$ cat config.mk
export PLATFORM = sky130hd
export DESIGN_NAME = debounce_bank
export DESIGN_NICKNAME = d
export VERILOG_FILES = /design/src/rtl/debounce_pkg.sv /design/src/rtl/debounce_ch.sv /design/src/rtl/debounce_bank.sv
export SDC_FILE = /design/constraint.sdc
export NUM_CORES = 1
export LEC_CHECK = 0
export BUFFER_PORTS_ARGS = -buffer_cell sky130_fd_sc_hd__buf_2
export CAP_MARGIN = 20
export CORE_MARGIN = 3
export CORE_UTILIZATION = 50
export DETAILED_ROUTE_END_ITERATION = 16
export GPL_TIMING_DRIVEN = 0
export HOLD_SLACK_MARGIN = 0.12
export PLACE_DENSITY = 0.68
export SLEW_MARGIN = 5
export SYNTH_ARGS = -nofsm -noshare
export SYNTH_HDL_FRONTEND = slang
export SYNTH_SLANG_ARGS = --single-unit
$ cat constraint.sdc
create_clock -name clk -period 2.9 [get_ports clk]
set_input_delay 0.145 -clock clk [delete_from_list [all_inputs] [get_ports clk]]
set_output_delay 0.145 -clock clk [all_outputs]
set_load 0.03 [all_outputs]
$ cat src/rtl/debounce_pkg.sv
// Shared types and helpers for the debounce bank.
//   db_mode_e : filter mode selector (consecutive-count or integrator)
//   cnt_max   : largest value a counter of the given width can hold
//   clamp_th  : maps a zero threshold to one for the consecutive-count filter
package debounce_pkg;

    typedef enum logic {
        DB_CONSEC = 1'b0,
        DB_INTEG  = 1'b1
    } db_mode_e;

    function automatic int unsigned cnt_max(input int unsigned width);
        return (32'd1 << width) - 32'd1;
    endfunction

    function automatic int unsigned clamp_th(input int unsigned th);
        return (th == 32'd0) ? 32'd1 : th;
    endfunction

endpackage

$ cat src/rtl/debounce_ch.sv
// Single debounce channel: input synchroniser, filter counter, filtered
// level and registered edge strobes.
// Ports:
//   clk      - clock
//   sclr_n   - synchronous reset, active low
//   din      - raw input pin
//   en       - channel enable; low freezes counter and level
//   th_rise  - rise threshold
//   th_fall  - fall threshold
//   dout     - filtered level
//   rise     - one-cycle strobe on dout 0->1
//   fall     - one-cycle strobe on dout 1->0
module debounce_ch
    import debounce_pkg::*;
#(
    parameter int       CNT_WIDTH   = 4,
    parameter db_mode_e MODE        = DB_CONSEC,
    parameter int       SYNC_STAGES = 2,
    parameter logic     INIT_VALUE  = 1'b0
) (
    input  logic                 clk,
    input  logic                 sclr_n,
    input  logic                 din,
    input  logic                 en,
    input  logic [CNT_WIDTH-1:0] th_rise,
    input  logic [CNT_WIDTH-1:0] th_fall,
    output logic                 dout,
    output logic                 rise,
    output logic                 fall
);

    localparam logic [CNT_WIDTH-1:0] CNT_MAX   = CNT_WIDTH'(cnt_max(CNT_WIDTH));
    localparam logic [CNT_WIDTH-1:0] CNT_ONE   = CNT_WIDTH'(1);
    // An integrator that comes out of reset high must start full, otherwise
    // the first cycle would immediately satisfy the fall condition.
    localparam logic [CNT_WIDTH-1:0] CNT_RESET =
        ((MODE == DB_INTEG) && INIT_VALUE) ? CNT_MAX : '0;

    logic                 s;
    logic [CNT_WIDTH-1:0] cnt_q;
    logic [CNT_WIDTH-1:0] cnt_d;
    logic                 out_d;
    logic [CNT_WIDTH-1:0] th_sel;
    logic [CNT_WIDTH:0]   th_eff;
    logic [CNT_WIDTH:0]   cnt_inc;

    generate
        if (SYNC_STAGES == 0) begin : g_nosync
            assign s = din;
        end else begin : g_sync
            logic [SYNC_STAGES-1:0] sync_q;

            // Runs independently of en so a re-enabled channel sees a
            // current sample rather than a stale one.
            always_ff @(posedge clk) begin
                if (!sclr_n) begin
                    sync_q <= {SYNC_STAGES{INIT_VALUE}};
                end else begin
                    sync_q[0] <= din;
                    for (int k = 1; k < SYNC_STAGES; k++) begin
                        sync_q[k] <= sync_q[k-1];
                    end
                end
            end

            assign s = sync_q[SYNC_STAGES-1];
        end
    endgenerate

    always_comb begin
        th_sel  = s ? th_rise : th_fall;
        th_eff  = (CNT_WIDTH+1)'(clamp_th(32'(th_sel)));
        // One bit wider so the compare cannot wrap if the threshold was
        // lowered below the held count.
        cnt_inc = {1'b0, cnt_q} + {{CNT_WIDTH{1'b0}}, 1'b1};
        cnt_d   = cnt_q;
        out_d   = dout;
        if (MODE == DB_CONSEC) begin
            if (s == dout) begin
                cnt_d = '0;
            end else if (cnt_inc >= th_eff) begin
                out_d = s;
                cnt_d = '0;
            end else begin
                cnt_d = cnt_inc[CNT_WIDTH-1:0];
            end
        end else begin
            if (s) begin
                cnt_d = (cnt_q == CNT_MAX) ? cnt_q : cnt_q + CNT_ONE;
            end else begin
                cnt_d = (cnt_q == '0) ? cnt_q : cnt_q - CNT_ONE;
            end
            if (!dout && (cnt_d >= th_rise)) begin
                out_d = 1'b1;
            end else if (dout && (cnt_d <= th_fall)) begin
                out_d = 1'b0;
            end
        end
    end

    always_ff @(posedge clk) begin
        if (!sclr_n) begin
            cnt_q <= CNT_RESET;
            dout  <= INIT_VALUE;
            rise  <= 1'b0;
            fall  <= 1'b0;
        end else if (en) begin
            cnt_q <= cnt_d;
            dout  <= out_d;
            rise  <= out_d & ~dout;
            fall  <= ~out_d & dout;
        end else begin
            rise  <= 1'b0;
            fall  <= 1'b0;
        end
    end

endmodule

$ cat src/rtl/debounce_bank.sv
// Multi-channel debouncer/qualifier between raw input pins and command
// decoding. Each channel is an independent debounce_ch.
// Ports:
//   clk        - clock
//   sclr_n     - synchronous reset, active low
//   in         - raw inputs, one per channel
//   en         - per-channel enable
//   th_rise    - rise threshold shared by all channels
//   th_fall    - fall threshold shared by all channels
//   out        - filtered levels
//   rise       - one-cycle strobes on out 0->1
//   fall       - one-cycle strobes on out 1->0
//   any_change - OR of every rise and fall strobe
module debounce_bank
    import debounce_pkg::*;
#(
    parameter int   NUM_SIGNALS = 16,
    parameter int   CNT_WIDTH   = 4,
    parameter int   MODE        = 0,
    parameter int   SYNC_STAGES = 2,
    parameter logic INIT_VALUE  = 1'b0
) (
    input  logic                   clk,
    input  logic                   sclr_n,
    input  logic [NUM_SIGNALS-1:0] in,
    input  logic [NUM_SIGNALS-1:0] en,
    input  logic [CNT_WIDTH-1:0]   th_rise,
    input  logic [CNT_WIDTH-1:0]   th_fall,
    output logic [NUM_SIGNALS-1:0] out,
    output logic [NUM_SIGNALS-1:0] rise,
    output logic [NUM_SIGNALS-1:0] fall,
    output logic                   any_change
);

    localparam db_mode_e MODE_E = (MODE == 1) ? DB_INTEG : DB_CONSEC;

    generate
        for (genvar i = 0; i < NUM_SIGNALS; i++) begin : g_ch
            debounce_ch #(
                .CNT_WIDTH   (CNT_WIDTH),
                .MODE        (MODE_E),
                .SYNC_STAGES (SYNC_STAGES),
                .INIT_VALUE  (INIT_VALUE)
            ) u_ch (
                .clk     (clk),
                .sclr_n  (sclr_n),
                .din     (in[i]),
                .en      (en[i]),
                .th_rise (th_rise),
                .th_fall (th_fall),
                .dout    (out[i]),
                .rise    (rise[i]),
                .fall    (fall[i])
            );
        end
    endgenerate

    assign any_change = |{rise, fall};

endmodule

==> impl_summary.log, run 1 <==
INFO  metric run_status = completed
INFO  metric core_area = 0.0167 mm^2
INFO  metric timing.critical_path.to_type = flip-flop
INFO  metric dp.final_hpwl = 14300 um
INFO  metric floorplan.die.width = 137 um
INFO  metric finalCoreUtilization = 0.615
INFO  metric dp_cells = 1258
INFO  metric detail_route.first_pass.iterations = 4
INFO  metric post_drt_wl_per_cell = 15.4 um
INFO  metric synth.largest_area_cell = sky130_fd_sc_hd__dfxtp_1
INFO  metric wire_length_of_the_first_global_routing_pass = 33100 um
INFO  metric min_period_over_period = 0.835
INFO  metric synth_cells = 949
INFO  metric fin_worst_skew = 0.00652 ns
INFO  metric die_area = 0.0188 mm^2
INFO  metric cp_cell_sequence = ha_1, nor2b_1, or2_2, ha_1, nand2_1, o21ai_1, a31oi_1, or2_2, nor3b_1
INFO  metric vias = 7015
INFO  metric layout-area-overhead-vs-synth = 19.6%
INFO  metric clk_latency = 0.42 ns
INFO  metric power.static_leakage = 4.69 nW
INFO  metric grt_antenna_before_repair = 0
INFO  metric die_h = 137 um
INFO  metric route.met3.wl = 943 um
INFO  metric ys.flop_type = sky130_fd_sc_hd__dfxtp_1
INFO  metric syn_area_per_cell = 9.05 um^2
INFO  metric rsz0062_at_grt = no
INFO  metric num-nets-final = 1211
INFO  metric met1_length = 9500 um
INFO  metric yosys_warnings = 0
INFO  metric relSlewSlack = 0.496
INFO  metric place.port_buffers = 89
INFO  metric synth_async_sr_flop_share = 0
INFO  metric synth.top_cells.by_count = 144 x sky130_fd_sc_hd__dfxtp_1, 80 x sky130_fd_sc_hd__ha_1, 77 x sky130_fd_sc_hd__mux2i_1
INFO  metric cts_root_buf = sky130_fd_sc_hd__clkbuf_16
INFO  metric cp_max_fo = 5
INFO  metric number_of_synthesized_flops_with_an_enable_pin = 0
INFO  metric max-clock-path-buffers = 2
INFO  metric timing.hold.worst.class = in -> reg
INFO  metric tns = 0 ns
INFO  metric htree_levels = 4
INFO  metric cts_resized = 0
INFO  metric timing.final.ws_setup = 0.480 ns
INFO  metric synth_cell_type_count = 37
INFO  metric start_kind = flip-flop
INFO  metric worst_ep_arrival_time = 2.72 ns
INFO  metric crit_family = simple AND/OR/NAND/NOR gates
INFO  metric dr.first_iter.drc_count = 363
INFO  metric cts_post_setup_buffers_inserted = 0
INFO  metric synthMostInstantiatedCell = sky130_fd_sc_hd__dfxtp_1
INFO  metric routed.top_layer = met4
INFO  metric final-max-slew-violation-count = 0
INFO  metric finalWorstPathRequiredPeriod = 2.42 ns
INFO  metric gr-usage-all-layers = 0.223
INFO  metric syn_nets = 1071
INFO  metric finalWeightedCongestion = 0.842
INFO  metric grt_pass1_vias = 6590
INFO  metric drv.max_cap_violation_count = 0
INFO  metric synth.cell_area = 0.00858 mm^2
INFO  metric drc_errors = 0
INFO  metric vdd_ir_drop_max = 0.407 mV
INFO  metric synth_sequential_area_ratio = 0.336
INFO  metric cts_tree = done
INFO  metric ant_nets = 0
INFO  metric clock.fmax = 0.413 GHz
INFO  metric critPathMaxStageDelay = 0.34 ns
INFO  metric clk_pin_slew = 0.06 ns
INFO  metric ys_top_cells_by_area = sky130_fd_sc_hd__dfxtp_1 34%, sky130_fd_sc_hd__ha_1 12%, sky130_fd_sc_hd__mux2i_1 9.0%
INFO  metric layout.cells.non_filler = 1319
INFO  metric grt_overflow = 0
INFO  metric finalWirelength = 20400 um
INFO  metric cts_inserted_buffers = 17
INFO  metric worstMarginPinSlew = 0.756 ns
INFO  metric postSynthRegisterBits = 144
INFO  metric setup_violations = 0
INFO  metric dp_worst_setup_slack = 0.204 ns
INFO  metric finalHoldViolations = 0
INFO  metric path_buf_inv = 0
INFO  metric total_power_density_per_cell_area = 477 mW/mm^2
INFO  metric diodes = 0
INFO  metric start_util = 0.514
INFO  metric data_required_critical_path = 3.20 ns
INFO  metric rows = 47
INFO  metric vias_per_cell = 5.32
INFO  metric timing.critical_path.slowest_stage_cell = sky130_fd_sc_hd__dfxtp_1
INFO  metric io-pin-count = 91
INFO  metric wl_met2 = 9660 um
INFO  metric drive_gt1_frac = 0.221
INFO  metric clock_sinks = 144
INFO  metric worstSetupPathType = reg -> reg
INFO  metric grt_start_max_net_pins = 17
INFO  metric synth.top_cell.area_share = 0.336
-- path summary, 6_finish.rpt --
path | depth (start not counted) | slack [ns] | start | to
setup reg to reg | 9 | 0.48 | g_ch[3].u_ch.cnt_q[0] | g_ch[3].u_ch.fall
hold / removal | 4 | 0.18 | sclr_n | g_ch[10].u_ch.dout
hold reg to reg | 1 | 0.43 | g_ch[14].u_ch.g_sync.sync_q[0] | g_ch[14].u_ch.g_sync.sync_q[1]
setup / recovery | 9 | 0.48 | g_ch[3].u_ch.cnt_q[0] | g_ch[3].u_ch.fall
-- metrics by stage --
stage / area (um^2) / hold WS (ns) / power (mW)
2_1_floorplan: 8580 / 0.272 / 2.36
3_3_place_gp: 9310 / 0.350 / 2.50
3_5_place_dp: 9310 / 0.354 / 2.51
4_1_cts: 10300 / 0.170 / 4.93
5_1_grt: 10300 / 0.211 / 5.08
6_report: 10300 / 0.180 / 4.90
-- registers in the layout, indices dropped and copies added (netlist names) --
| register | flops |
|---|---|
| g_ch.u_ch.rise | 16 |
| g_ch.u_ch.fall | 16 |
| g_ch.u_ch.g_sync.sync_q | 32 |
| g_ch.u_ch.cnt_q | 64 |
| g_ch.u_ch.dout | 16 |
-- logic make-up after synthesis --
family                   after synthesis  synth area share
XOR/XNOR                              29            0.0296
adder cells (fa/ha/maj)               80             0.117
buffers and inverters                 88            0.0668
flip-flops                           144             0.336
AND/OR/NAND/NOR                      365             0.235
multiplexers                          81            0.0950
AO/OA/AOI/OAI                        162             0.121
-- metal layers --
| metal | vias to the layer above | track usage |
|---|---|---|
| met1 | 3298 | 0.300 |
| met5 | - | 0 |
| met3 | 22 | 0.0368 |
| li1 | 3555 | - |
| met2 | 140 | 0.370 |
| met4 | 0 | 0.0621 |
-- report_power, final --
group | internal, mW | switching (mW) | total (mW)
Clock | 1.56 | 0.838 | 2.39
Sequential | 2.01 | 0.0159 | 2.02
Combinational | 0.202 | 0.280 | 0.482
-- layout make-up --
cell class                 count  area (um^2)
inverter                       3         11.3
multi-input combinational    717         5130
clock buffer                  19          453
buffer                        85          562
sequential                   144         2880
tap                          220          275
timing repair buffer         121          766
fill                        1515         6440
clock inverter                10          186
-- cells in the final DEF, fill, tap and decap left out, types with 4 or more instances in the layout --
master / n
sky130_fd_sc_hd__nor2b_1: 67
sky130_fd_sc_hd__buf_2: 94
sky130_fd_sc_hd__nand2b_1: 50
sky130_fd_sc_hd__mux2i_1: 77
sky130_fd_sc_hd__a21oi_1: 69
sky130_fd_sc_hd__xnor2_1: 16
sky130_fd_sc_hd__and2_1: 43
sky130_fd_sc_hd__nor2_1: 46
sky130_fd_sc_hd__a31o_2: 13
sky130_fd_sc_hd__bufinv_16: 5
sky130_fd_sc_hd__clkbuf_16: 17
sky130_fd_sc_hd__nand3_1: 35
sky130_fd_sc_hd__a22o_1: 6
sky130_fd_sc_hd__clkbuf_1: 18
sky130_fd_sc_hd__o21ai_1: 10
sky130_fd_sc_hd__nand2_1: 55
sky130_fd_sc_hd__dfxtp_1: 144
sky130_fd_sc_hd__nor3b_1: 26
sky130_fd_sc_hd__a31oi_1: 16
sky130_fd_sc_hd__ha_1: 80
sky130_fd_sc_hd__dlygate4sd3_1: 32
sky130_fd_sc_hd__mux2_2: 4
sky130_fd_sc_hd__buf_4: 61
sky130_fd_sc_hd__xor2_1: 13
sky130_fd_sc_hd__nor4_1: 8
sky130_fd_sc_hd__a211oi_2: 12
sky130_fd_sc_hd__o21ai_0: 24
sky130_fd_sc_hd__or2_2: 27
-- worst min-delay path, cell delays in order --
cell and delay (ns):
sky130_fd_sc_hd__buf_4 0.15, sky130_fd_sc_hd__nand2_1 0.06, sky130_fd_sc_hd__a21oi_1 0.11, sky130_fd_sc_hd__a41o_1 0.09
-- repair_timing --
item                       in CTS  in global routing
setup endpoints to repair       0                  0
hold buffers                   32                  0
hold endpoints to repair       69                  0
Note: power is estimated with default switching activity, not from simulation.
==> run 2: changes to the inputs <==
--- a/config.mk
+++ b/config.mk
@@ -12,7 +12,7 @@
 export DETAILED_ROUTE_END_ITERATION = 16
 export GPL_TIMING_DRIVEN = 0
 export HOLD_SLACK_MARGIN = 0.12
-export PLACE_DENSITY = 0.68
+export PLACE_DENSITY = 0.7
 export SLEW_MARGIN = 5
 export SYNTH_ARGS = -nofsm -noshare
 export SYNTH_HDL_FRONTEND = slang
==> constraint.sdc (replaced) <==
create_clock -name clk -period 2 [get_ports clk]
set_input_delay 0.1 -clock clk [delete_from_list [all_inputs] [get_ports clk]]
set_output_delay 0.1 -clock clk [all_outputs]
set_load 0.03 [all_outputs]
==> run 2 against run 1 <==
  * The run now ends with negative setup slack left
  * Non-clock buffer count up 120
  * Maximum frequency up 4.4%
  * Critical path depth down 1
  * Core utilization up 22 points
  * Critical path type unchanged
  * Critical endpoint is now g_ch[1].u_ch.cnt_q[2]
  * Largest cell class unchanged
  * Highest routed layer unchanged
==> impl_summary.log, run 2 (same netlist as run 1, synthesis figures left out) <==
INFO  metric data_required_critical_path = 2.35 ns (was 3.20 ns)
INFO  metric vias_per_cell = 5.98 (was 5.32)
INFO  metric relSlewSlack = 0.401 (was 0.496)
INFO  metric mostFrequentLayoutCell = sky130_fd_sc_hd__buf_4 (was sky130_fd_sc_hd__dfxtp_1)
INFO  metric cp_max_fo = 5 (unchanged)
INFO  metric min_period_over_period = 1.16 (was 0.835)
INFO  metric place.port_buffers = 89 (unchanged)
INFO  metric num-nets-final = 1331 (was 1211)
INFO  metric total_power_density_per_cell_area = 581 mW/mm^2 (was 477 mW/mm^2)
INFO  metric timing.hold.worst.class = in -> reg (unchanged)
INFO  metric clk_pin_slew = 0.07 ns (was 0.06 ns)
INFO  metric setup.worst_path.start = g_ch[1].u_ch.cnt_q[2] (was g_ch[3].u_ch.cnt_q[0])
INFO  metric detail_route.first_pass.iterations = 5 (was 4)
INFO  metric rows = 47 (unchanged)
INFO  metric drc_errors = 0 (unchanged)
INFO  metric gr-usage-all-layers = 0.259 (was 0.223)
INFO  metric clk_latency = 0.44 ns (was 0.42 ns)
INFO  metric seq_area = 0.00297 mm^2 (was 0.00288 mm^2)
INFO  metric grt_start_max_net_pins = 17 (unchanged)
INFO  metric run_status = finished with violations (was completed)
INFO  metric rrSetupSlack = -0.32 ns (was 0.48 ns)
INFO  metric diodes = 0 (unchanged)
INFO  metric grt_overflow = 0 (unchanged)
INFO  metric finalWeightedCongestion = 0.831 (was 0.842)
INFO  metric nFillCells = 772 (was 1515)
INFO  metric io-pin-count = 91 (unchanged)
INFO  metric finalWirelength = 32300 um (was 20400 um)
INFO  metric worstRegToRegCells = 8 (was 9)
INFO  metric dp.final_hpwl = 14300 um (about the same)
INFO  metric dr.first_iter.drc_count = 704 (was 363)
INFO  metric grt_antenna_before_repair = 0 (unchanged)
INFO  metric cts_inserted_buffers = 17 (unchanged)
INFO  metric finalHoldViolations = 0 (unchanged)
INFO  metric fin_total_pwr = 8.05 mW (was 4.90 mW)
INFO  metric cts_root_buf = sky130_fd_sc_hd__clkbuf_16 (unchanged)
INFO  metric final-max-slew-violation-count = 0 (unchanged)
INFO  metric post_drt_wl_per_cell = 22.4 um (was 15.4 um)
INFO  metric max-clock-path-buffers = 2 (unchanged)
INFO  metric power.static_leakage = 5.68 nW (was 4.69 nW)
INFO  metric die_area = 0.0188 mm^2 (unchanged)
INFO  metric grt_pass1_vias = 7656 (was 6590)
INFO  metric vias = 8615 (was 7015)
INFO  metric worstReg2RegEnd = g_ch[1].u_ch.cnt_q[2] (was g_ch[3].u_ch.fall)
INFO  metric die_h = 137 um (unchanged)
INFO  metric core_area = 0.0167 mm^2 (unchanged)
INFO  metric ant_nets = 0 (unchanged)
INFO  metric floorplan.die.width = 137 um (unchanged)
INFO  metric setup_violations = 94 (was 0)
INFO  metric layout-area-overhead-vs-synth = 61.5% (was 19.6%)
INFO  metric wire_length_of_the_first_global_routing_pass = 38500 um (was 33100 um)
INFO  metric reg.largest.list = g_ch.u_ch.cnt_q x64, g_ch.u_ch.g_sync.sync_q x32 (unchanged)
INFO  metric vdd_ir_drop_max = 0.680 mV (was 0.407 mV)
INFO  metric layout.cells.most_common_list = 159 x sky130_fd_sc_hd__buf_4, 93 x sky130_fd_sc_hd__dfxtp_1, 90 x sky130_fd_sc_hd__buf_2 (was 144 x sky130_fd_sc_hd__dfxtp_1, 94 x sky130_fd_sc_hd__buf_2, 80 x sky130_fd_sc_hd__ha_1)
INFO  metric timing.final.ws_setup = -0.318 ns (was 0.480 ns)
INFO  metric largest_register = g_ch.u_ch.cnt_q (unchanged)
INFO  metric tns = -7.88 ns (was 0 ns)
INFO  metric timing.critical_path.to_type = flip-flop (unchanged)
INFO  metric start_kind = flip-flop (unchanged)
INFO  metric clock_sinks = 144 (unchanged)
INFO  metric startpoint_of_the_lowest_slack_register_to_register_path = g_ch[1].u_ch.cnt_q[2] (was g_ch[3].u_ch.cnt_q[0])
INFO  metric start_util = 0.514 (unchanged)
INFO  metric multi_input_comb_area = 0.00755 mm^2 (was 0.00513 mm^2)
INFO  metric worst_ep_arrival_time = 2.66 ns (was 2.72 ns)
INFO  metric worstSetupPathType = reg -> reg (unchanged)
INFO  metric drv.max_cap_violation_count = 0 (unchanged)
INFO  metric finalWorstPathRequiredPeriod = 2.32 ns (was 2.42 ns)
INFO  metric clock.fmax = 0.431 GHz (was 0.413 GHz)
INFO  metric fin_worst_skew = 0.00927 ns (was 0.00652 ns)
INFO  metric worstMarginPinSlew = 0.898 ns (was 0.756 ns)
INFO  metric rsz0062_at_grt = yes (was no)
INFO  metric htree_levels = 4 (unchanged)
INFO  metric drive_gt1_frac = 0.570 (was 0.221)
INFO  metric largest_register_ffs = 64 (unchanged)
INFO  metric cp-endpoint = g_ch[1].u_ch.cnt_q[2] (was g_ch[3].u_ch.fall)
INFO  metric cts_tree = done (unchanged)
INFO  metric violated_checks = negative setup slack
-- run 2: cell count changes in the layout (fill, tap and decap cells not counted), sizes merged --
| cell | previous run | this run |
|---|---|---|
| buf | 156 | 276 |
| bufinv | 5 | 6 |
-- run 2: worst min-delay path by stage --
stage / start / to / slack [ns] / depth (start not counted)
floorplan: in[0] / g_ch[0].u_ch.g_sync.sync_q[0] / 0.23 / 1
global placement: in[3] / g_ch[3].u_ch.g_sync.sync_q[0] / 0.30 / 2
detailed placement: in[3] / g_ch[3].u_ch.g_sync.sync_q[0] / 0.31 / 2
CTS: sclr_n / g_ch[10].u_ch.dout / 0.12 / 4
global route: sclr_n / g_ch[10].u_ch.dout / 0.19 / 4
finish: sclr_n / g_ch[10].u_ch.dout / 0.14 / 4
-- run 2: repair_timing --
action	4_1_cts	5_1_grt
gates resized for setup	250	291
endpoints found under the setup margin	111	113
pin swaps	100	143
buffers inserted	74	47
endpoints found under the hold margin	80	0
hold buffers	32	0
-- run 2: power by group --
group | total [mW] | leakage, nW | internal, mW | switching [mW]
combinational | 1.46 | 4.18 | 0.700 | 0.765
clock | 3.66 | 0.311 | 2.35 | 1.31
sequential | 2.93 | 1.19 | 2.90 | 0.0290
-- run 2: critical path, stage by stage, from the launching register on --
cell and delay (ns):
sky130_fd_sc_hd__dfxtp_1 0.48, sky130_fd_sc_hd__nor2b_1 0.30, sky130_fd_sc_hd__or2_4 0.19, sky130_fd_sc_hd__ha_4 0.21
sky130_fd_sc_hd__a21oi_4 0.19, sky130_fd_sc_hd__o21ai_4 0.10, sky130_fd_sc_hd__a211oi_4 0.31, sky130_fd_sc_hd__o21ai_1 0.17
sky130_fd_sc_hd__a21oi_1 0.25
-- run 2: cell type report --
type / count / area share
Buffer: 85 / 0.0497
Clock buffer: 19 / 0.0319
Clock inverter: 11 / 0.0153
Inverter: 3 / 0.000812
Multi-Input combinational cell: 717 / 0.544
Sequential cell: 144 / 0.214
Tap cell: 220 / 0.0199
Timing Repair Buffer: 241 / 0.123
-- run 2: metal layers --
| metal | part of all wire | GRT usage | up-vias |
|---|---|---|---|
| met4 | 0.063 | 0.0887 | 0 |
| li1 | - | - | 3793 |
| met5 | 0 | 0 | - |
| met2 | 0.49 | 0.454 | 516 |
| met3 | 0.078 | 0.0415 | 164 |
| met1 | 0.37 | 0.323 | 4142 |
-- run 2: through the flow --
step / area [um^2] / util / setup slack, ns / std cells / hold slack [ns]
6_report: 13900 / 0.830 / -0.318 / 1440 / 0.143
5_1_grt: 13900 / 0.830 / -0.360 / 1440 / 0.186
4_1_cts: 12100 / 0.723 / -0.0406 / 1394 / 0.125
3_5_place_dp: 9520 / 0.570 / -0.639 / 1258 / 0.309
3_3_place_gp: 9520 / 0.570 / -0.617 / 1258 / 0.305
2_1_floorplan: 8800 / - / -0.0178 / 949 / 0.227
